**src/rtl/uart_inst_loader_pkg.sv**
```systemverilog
// rtl/uart_inst_loader_pkg.sv - shared constants and receiver state encoding for the UART instruction loader
package uart_inst_loader_pkg;

  // addi x0,x0,0: presented to fetch whenever no host word is buffered
  localparam logic [31:0] NOP_INST = 32'h0000_0013;

  typedef enum logic [1:0] {
    RX_IDLE,
    RX_START,
    RX_DATA,
    RX_STOP
  } rx_state_e;

endpackage

```
**src/rtl/uart_rx.sv**
```systemverilog
// rtl/uart_rx.sv - 8N1 UART receiver with input synchronizer, byte strobe and frame error pulse
module uart_rx
  import uart_inst_loader_pkg::*;
#(
  parameter int CLKS_PER_BIT = 104
) (
  input  logic       clk,
  input  logic       reset,
  input  logic       rx,
  output logic [7:0] byte_data,
  output logic       byte_strobe,
  output logic       frame_err,
  output logic       idle
);

  localparam int CW = $clog2(CLKS_PER_BIT);
  localparam logic [CW-1:0] HALF_BIT = CW'(CLKS_PER_BIT / 2 - 1);
  localparam logic [CW-1:0] FULL_BIT = CW'(CLKS_PER_BIT - 1);

  logic      rx_meta_q;
  logic      rx_sync_q;
  rx_state_e state_q;
  logic [CW-1:0] baud_q;
  logic [2:0] bit_q;
  logic [7:0] shift_q;
  logic       byte_strobe_q;
  logic       frame_err_q;

  // Two-flop synchronizer; resets to the idle-high line level
  always_ff @(posedge clk) begin
    if (reset) begin
      rx_meta_q <= 1'b1;
      rx_sync_q <= 1'b1;
    end else begin
      rx_meta_q <= rx;
      rx_sync_q <= rx_meta_q;
    end
  end

  // Receiver FSM: centre-samples start, 8 data bits LSB-first, then stop
  always_ff @(posedge clk) begin
    if (reset) begin
      state_q       <= RX_IDLE;
      baud_q        <= '0;
      bit_q         <= '0;
      shift_q       <= '0;
      byte_strobe_q <= 1'b0;
      frame_err_q   <= 1'b0;
    end else begin
      byte_strobe_q <= 1'b0;
      frame_err_q   <= 1'b0;
      case (state_q)
        RX_IDLE: begin
          if (!rx_sync_q) begin
            state_q <= RX_START;
            baud_q  <= '0;
            bit_q   <= '0;
          end
        end
        RX_START: begin
          if (baud_q == HALF_BIT) begin
            baud_q  <= '0;
            // a line already back high at mid start bit was only a glitch
            state_q <= rx_sync_q ? RX_IDLE : RX_DATA;
          end else begin
            baud_q <= baud_q + 1'b1;
          end
        end
        RX_DATA: begin
          if (baud_q == FULL_BIT) begin
            baud_q  <= '0;
            shift_q <= {rx_sync_q, shift_q[7:1]};
            bit_q   <= bit_q + 1'b1;
            if (bit_q == 3'd7) state_q <= RX_STOP;
          end else begin
            baud_q <= baud_q + 1'b1;
          end
        end
        RX_STOP: begin
          if (baud_q == FULL_BIT) begin
            baud_q        <= '0;
            state_q       <= RX_IDLE;
            byte_strobe_q <= rx_sync_q;
            frame_err_q   <= !rx_sync_q;
          end else begin
            baud_q <= baud_q + 1'b1;
          end
        end
        default: state_q <= RX_IDLE;
      endcase
    end
  end

  assign byte_data   = shift_q;
  assign byte_strobe = byte_strobe_q;
  assign frame_err   = frame_err_q;
  assign idle        = (state_q == RX_IDLE);

endmodule

```
**src/rtl/uart_inst_loader.sv**
```systemverilog
// rtl/uart_inst_loader.sv - UART byte stream to 32-bit instruction FIFO feeding the fetch stage
// Optional partial-word timeout is built only when UART_LOADER_TIMEOUT_EN is defined.
module uart_inst_loader
  import uart_inst_loader_pkg::*;
#(
  parameter int CLKS_PER_BIT = 104,
  parameter int DEPTH        = 4,
  parameter int TIMEOUT_CLKS = 20000
) (
  input  logic                   clk,
  input  logic                   reset,
  input  logic                   rx,
  input  logic                   inst_take,
  output logic [31:0]            inst_out,
  output logic                   inst_valid,
  output logic                   frame_err,
  output logic                   overflow,
  output logic [$clog2(DEPTH):0] level
);

  localparam int AW = $clog2(DEPTH);
  localparam int LW = AW + 1;

  logic [7:0]  rx_byte;
  logic        rx_strobe;
  logic        rx_frame_err;
  logic        rx_idle;
  logic        timeout;

  logic [1:0]  idx_q;
  logic [23:0] word_q;
  logic [31:0] mem_q [DEPTH];
  logic [AW-1:0] wr_ptr_q;
  logic [AW-1:0] rd_ptr_q;
  logic [LW-1:0] level_q;
  logic [LW-1:0] level_d;
  logic        overflow_q;

  logic        push;
  logic        pop;
  logic        full;
  logic        wr_en;
  logic [31:0] push_word;

  uart_rx #(.CLKS_PER_BIT(CLKS_PER_BIT)) u_rx (
    .clk        (clk),
    .reset      (reset),
    .rx         (rx),
    .byte_data  (rx_byte),
    .byte_strobe(rx_strobe),
    .frame_err  (rx_frame_err),
    .idle       (rx_idle)
  );

`ifdef UART_LOADER_TIMEOUT_EN
  localparam int TW = $clog2(TIMEOUT_CLKS + 1);
  logic [TW-1:0] tmo_cnt_q;

  assign timeout = rx_idle && (idx_q != 2'd0) && (tmo_cnt_q == TW'(TIMEOUT_CLKS));

  // Idle-gap counter for a partially assembled word; restarts on every byte
  always_ff @(posedge clk) begin
    if (reset || rx_strobe || rx_frame_err || idx_q == 2'd0 || timeout) begin
      tmo_cnt_q <= '0;
    end else if (rx_idle) begin
      tmo_cnt_q <= tmo_cnt_q + 1'b1;
    end
  end
`else
  // Partial words wait forever; the idle flag and timeout value have no consumer here
  localparam int unused_timeout_clks = TIMEOUT_CLKS;
  logic unused_rx_idle;
  assign unused_rx_idle = rx_idle;
  assign timeout        = 1'b0;
`endif

  assign push      = rx_strobe && (idx_q == 2'd3);
  assign pop       = inst_take && (level_q != '0);
  assign full      = (level_q == LW'(DEPTH));
  assign wr_en     = push && (!full || pop);
  assign push_word = {rx_byte, word_q};

  // Byte assembler: first byte lands in the LSB; frame errors and timeouts drop the partial word
  always_ff @(posedge clk) begin
    if (reset) begin
      idx_q  <= '0;
      word_q <= '0;
    end else if (rx_frame_err) begin
      idx_q <= '0;
    end else if (rx_strobe) begin
      case (idx_q)
        2'd0:    word_q[7:0]   <= rx_byte;
        2'd1:    word_q[15:8]  <= rx_byte;
        2'd2:    word_q[23:16] <= rx_byte;
        default: ;
      endcase
      idx_q <= idx_q + 1'b1;
    end else if (timeout) begin
      idx_q <= '0;
    end
  end

  // Next occupancy from the accepted write and pop of this edge
  always_comb begin
    level_d = level_q;
    case ({wr_en, pop})
      2'b10:   level_d = level_q + 1'b1;
      2'b01:   level_d = level_q - 1'b1;
      default: level_d = level_q;
    endcase
  end

  // FIFO storage; contents are only visible while level is non-zero
  always_ff @(posedge clk) begin
    if (wr_en) mem_q[wr_ptr_q] <= push_word;
  end

  // FIFO pointers, occupancy and the sticky dropped-word flag
  always_ff @(posedge clk) begin
    if (reset) begin
      wr_ptr_q   <= '0;
      rd_ptr_q   <= '0;
      level_q    <= '0;
      overflow_q <= 1'b0;
    end else begin
      if (wr_en) wr_ptr_q <= wr_ptr_q + 1'b1;
      if (pop)   rd_ptr_q <= rd_ptr_q + 1'b1;
      level_q <= level_d;
      if (push && full && !pop) overflow_q <= 1'b1;
    end
  end

  assign inst_valid = (level_q != '0);
  assign inst_out   = inst_valid ? mem_q[rd_ptr_q] : NOP_INST;
  assign frame_err  = rx_frame_err;
  assign overflow   = overflow_q;
  assign level      = level_q;

endmodule
```
**config.mk**
```make
export PLATFORM = sky130hd
export DESIGN_NAME = uart_inst_loader
export DESIGN_NICKNAME = d
export VERILOG_FILES = /design/src/rtl/uart_inst_loader_pkg.sv /design/src/rtl/uart_rx.sv /design/src/rtl/uart_inst_loader.sv
export SDC_FILE = /design/constraint.sdc
export NUM_CORES = 1
export LEC_CHECK = 0
export ABC_AREA = 1
export BUFFER_PORTS_ARGS = -buffer_cell sky130_fd_sc_hd__buf_4
export CAP_MARGIN = 20
export CORE_MARGIN = 4
export CORE_UTILIZATION = 25
export CTS_CLUSTER_DIAMETER = 200
export DETAILED_ROUTE_END_ITERATION = 16
export GPL_TIMING_DRIVEN = 0
export SYNTH_ARGS = -nofsm -noshare
export SYNTH_HDL_FRONTEND = slang
export SYNTH_SLANG_ARGS = --single-unit
```
**constraint.sdc**
```tcl
create_clock -name clk -period 3.4 [get_ports clk]
set_input_delay 0.68 -clock clk [delete_from_list [all_inputs] [get_ports clk]]
set_output_delay 0.68 -clock clk [all_outputs]
set_load 0.01 [all_outputs]
```
==> flow_summary.json <==
{
  "outcome": "complete, no violations",
  "detailed_place_hpwl_um": 11400,
  "drt_pass1_iterations": 5,
  "timing.reg2reg.setup_slack_ns": 1.34,
  "die_width_um": 181,
  "io-pin-count": 42,
  "clock_sink_count": 188,
  "post_cts_resized": 0,
  "cts_max_level": 4,
  "die-area_sq_um": 32900,
  "report.final.setup_viol": 0,
  "netlist.top_cell.by_area": "edfxtp_1",
  "initial_utilization": 0.254,
  "mostFrequentLayoutCells": "nor2_1 (161), edfxtp_1 (128), o21ai_0 (98)",
  "synthDominantCellAreaShare": 0.511,
  "track_usage": 0.105,
  "detail_route.vias_per_cell": 4.30,
  "postCtsSetupRepairBufs": 0,
  "synthArstFlopShare": 0,
  "post_drt_wl_per_cell_um": 14.4,
  "regToRegEndpoint": "mem_q[3][28]",
  "overflow": 0,
  "rsz_0062_raised_after_global_routing": "false",
  "clkTransAtPathRegs_ns": 0.07,
  "max_slew_margin": 0.574,
  "finalClockSkew_ns": 0.0146,
  "yosysWarningCount": 0,
  "timing_hold_violations_final": 0,
  "power_frac_clock": 0.322,
  "cts-root-to-sink-buffers": 2,
  "leakage_power_figure_nw": 3.35,
  "critical_path_peak_fanout": 10,
  "drt_drc_violations_left": 0,
  "n_antenna_cell": 0,
  "post_synth_instance_area_sq_um": 7520,
  "fin_total_pwr_mw": 5.91,
  "antenna_left": 0,
  "timing.reg2reg.worst_path_depth": 6,
  "nets_in_the_synthesized_netlist": 727,
  "wire_length_of_the_first_global_routing_pass_um": 26800,
  "internal_power_mw": 3.99,
  "die_height_um": 181,
  "syn_area_cell_sq_um": 10.6,
  "synthesis_stage_register_bit_count": 188,
  "combinationalPowerShare": 0.257,
  "clk_root_buffer_cell": "clkbuf_16",
  "ys_dominant_reg_cell": "edfxtp_1",
  "wl_um": 17000,
  "pwr-share-seq": 0.421,
  "drive_above_1_share": 0.142,
  "regToRegStartpoint": "idx_q[0]",
  "detail_route.iter0.violations": 456,
  "total_net_switching_power_mw": 1.91,
  "timing.final.max_slew_violations": 0,
  "worst_skew_pair.late_latency_ns": 0.43,
  "timing.hold.worst.start": "u_rx.rx_meta_q",
  "critical_path.endpoint_type": "output port",
  "ir_drop_mv": 0.318,
  "fin_setup_tns_ns": 0,
  "grt_start_max_net_pins": 27,
  "grt_antenna_before_repair": 0,
  "routed-via-count": 5071,
  "edff_count_synth": 128,
  "gpl.final_weighted_congestion": 0.737,
  "design.core.area_sq_um": 29600,
  "filler_cell_count": 3069,
  "worst-slew-pin-transition_ns": 0.638,
  "switching_share": 0.324,
  "hold-path-cell-count": 1,
  "period_share": 0.841,
  "ys_types": 39,
  "worst-endpoint-arrival_ns": 2.18,
  "holdPathEnd": "u_rx.rx_sync_q",
  "floorplan.rows": 63,
  "timing.fmax_ghz": 0.350,
  "first_global_vias": 4762,
  "sequential_element_share_of_the_synthesized_area": 0.671,
  "design.final.nets": 791,
  "buffer_ports.inserted": 41,
  "critical_path.startpoint_type": "register",
  "synthTopCellsByArea": "edfxtp_1 (51%), dfxtp_1 (16%), nor2_1 (8.2%)",
  "pwr_density_cell_nw_per_um2": 655,
  "hp-class": "register to register",
  "flow.area_growth_from_synthesis_pct": 19.9,
  "layout_min_cycle_time_ns": 2.86,
  "cap_viol_max_count": 0,
  "cts_inserted_buffers": 17,
  "timing_worst_setup_path_type": "register to output port",
  "cts_hold_buffers": 0,
  "layout.cells.most_common": "nor2_1",
  "tritoncts": "done",
  "synth_cells": 711,
  "critical_path_required_ns": 2.72
}
## worst max-delay path by stage
stage,cells after the start,slack [ns],endpoint
after floorplan,4,0.68,mem_q[0][0]
after global placement,5,-0.55,mem_q[1][19]
after detailed placement,5,0.97,inst_out[4]
after CTS,5,0.48,inst_out[4]
after global routing,5,0.38,inst_out[4]
final,6,0.54,inst_out[29]
## synthesized netlist by cell type (2+ instances only)
| library cell | instances |
|---|---|
| nand2_1 | 40 |
| nor2_4 | 3 |
| nand4_1 | 2 |
| edfxtp_1 | 128 |
| ha_1 | 11 |
| nand2_2 | 3 |
| dfxtp_1 | 60 |
| o21ai_0 | 98 |
| inv_2 | 2 |
| o311ai_0 | 3 |
| buf_2 | 15 |
| clkbuf_1 | 15 |
| or2_2 | 2 |
| nor2_1 | 165 |
| nand3_1 | 13 |
| a21oi_1 | 71 |
| inv_1 | 58 |
## metrics by stage
| step | util | std cells | area (sq um) | hold slack [ns] | worst slack, ns |
|---|---|---|---|---|---|
| 2_1_floorplan | - | 711 | 7520 | 0.389 | 0.678 |
| 3_3_place_gp | 0.281 | 1142 | 8320 | 0.394 | -0.546 |
| 3_5_place_dp | 0.285 | 1146 | 8450 | 0.393 | 0.974 |
| 4_1_cts | 0.304 | 1178 | 9010 | 0.409 | 0.481 |
| 5_1_grt | 0.304 | 1178 | 9010 | 0.415 | 0.385 |
| 6_report | 0.304 | 1178 | 9010 | 0.410 | 0.539 |
## power by group through the flow
stage / registers, mW / clock network, mW / logic [mW]
floorplan: 2.54 / 0 / 0.870
global placement: 2.54 / 0 / 1.55
detailed placement: 2.54 / 0 / 1.57
CTS: 2.49 / 1.93 / 1.57
global route: 2.49 / 2.04 / 1.72
finish: 2.49 / 1.90 / 1.52
## worst max-delay path: stages, from the launching register on
cell	delay, ns
dfxtp_1	0.48
inv_1	0.20
clkbuf_1	0.30
nor2_1	0.16
o21ai_0	0.09
a21oi_1	0.33
buf_4	0.19
## layout make-up
cell class	count	area [sq um]	share of cell area
repair buffers	45	410	0.0455
inverters	62	234	0.0260
clock inverters	13	131	0.0146
well taps	390	488	0.0541
plain buffers	33	154	0.0171
multi-input cells	428	2120	0.235
clock buffers	19	433	0.0480
flip-flops and latches	188	5040	0.560
## cell families (layout without fill, tap and decap cells)
logic type | after synthesis | count (layout) | share of synthesized area
XOR/XNOR | 2 | 2 | 0.00233
AO/OA/AOI/OAI | 180 | 180 | 0.125
flip-flops | 188 | 188 | 0.671
adder cells (fa/ha/maj) | 12 | 12 | 0.0210
buffers and inverters | 95 | 172 | 0.0516
AND/OR/NAND/NOR | 234 | 234 | 0.129
## routing by layer
layer	up-vias	track usage	share of wire
met5	-	0	0
met4	0	0.0264	0.010
met3	19	0.0268	0.065
met2	128	0.164	0.47
met1	2374	0.145	0.46
li1	2550	-	-
## sequential cells by signal, summed over array words and instances (netlist names), 2 cells and up, named ones only
signal,flops
idx_q,2
level,3
mem_q,128
rd_ptr_q,2
u_rx.baud_q,7
u_rx.bit_q,3
u_rx.byte_data,8
word_q,24
wr_ptr_q,2
(Power assumes the default switching activity.)
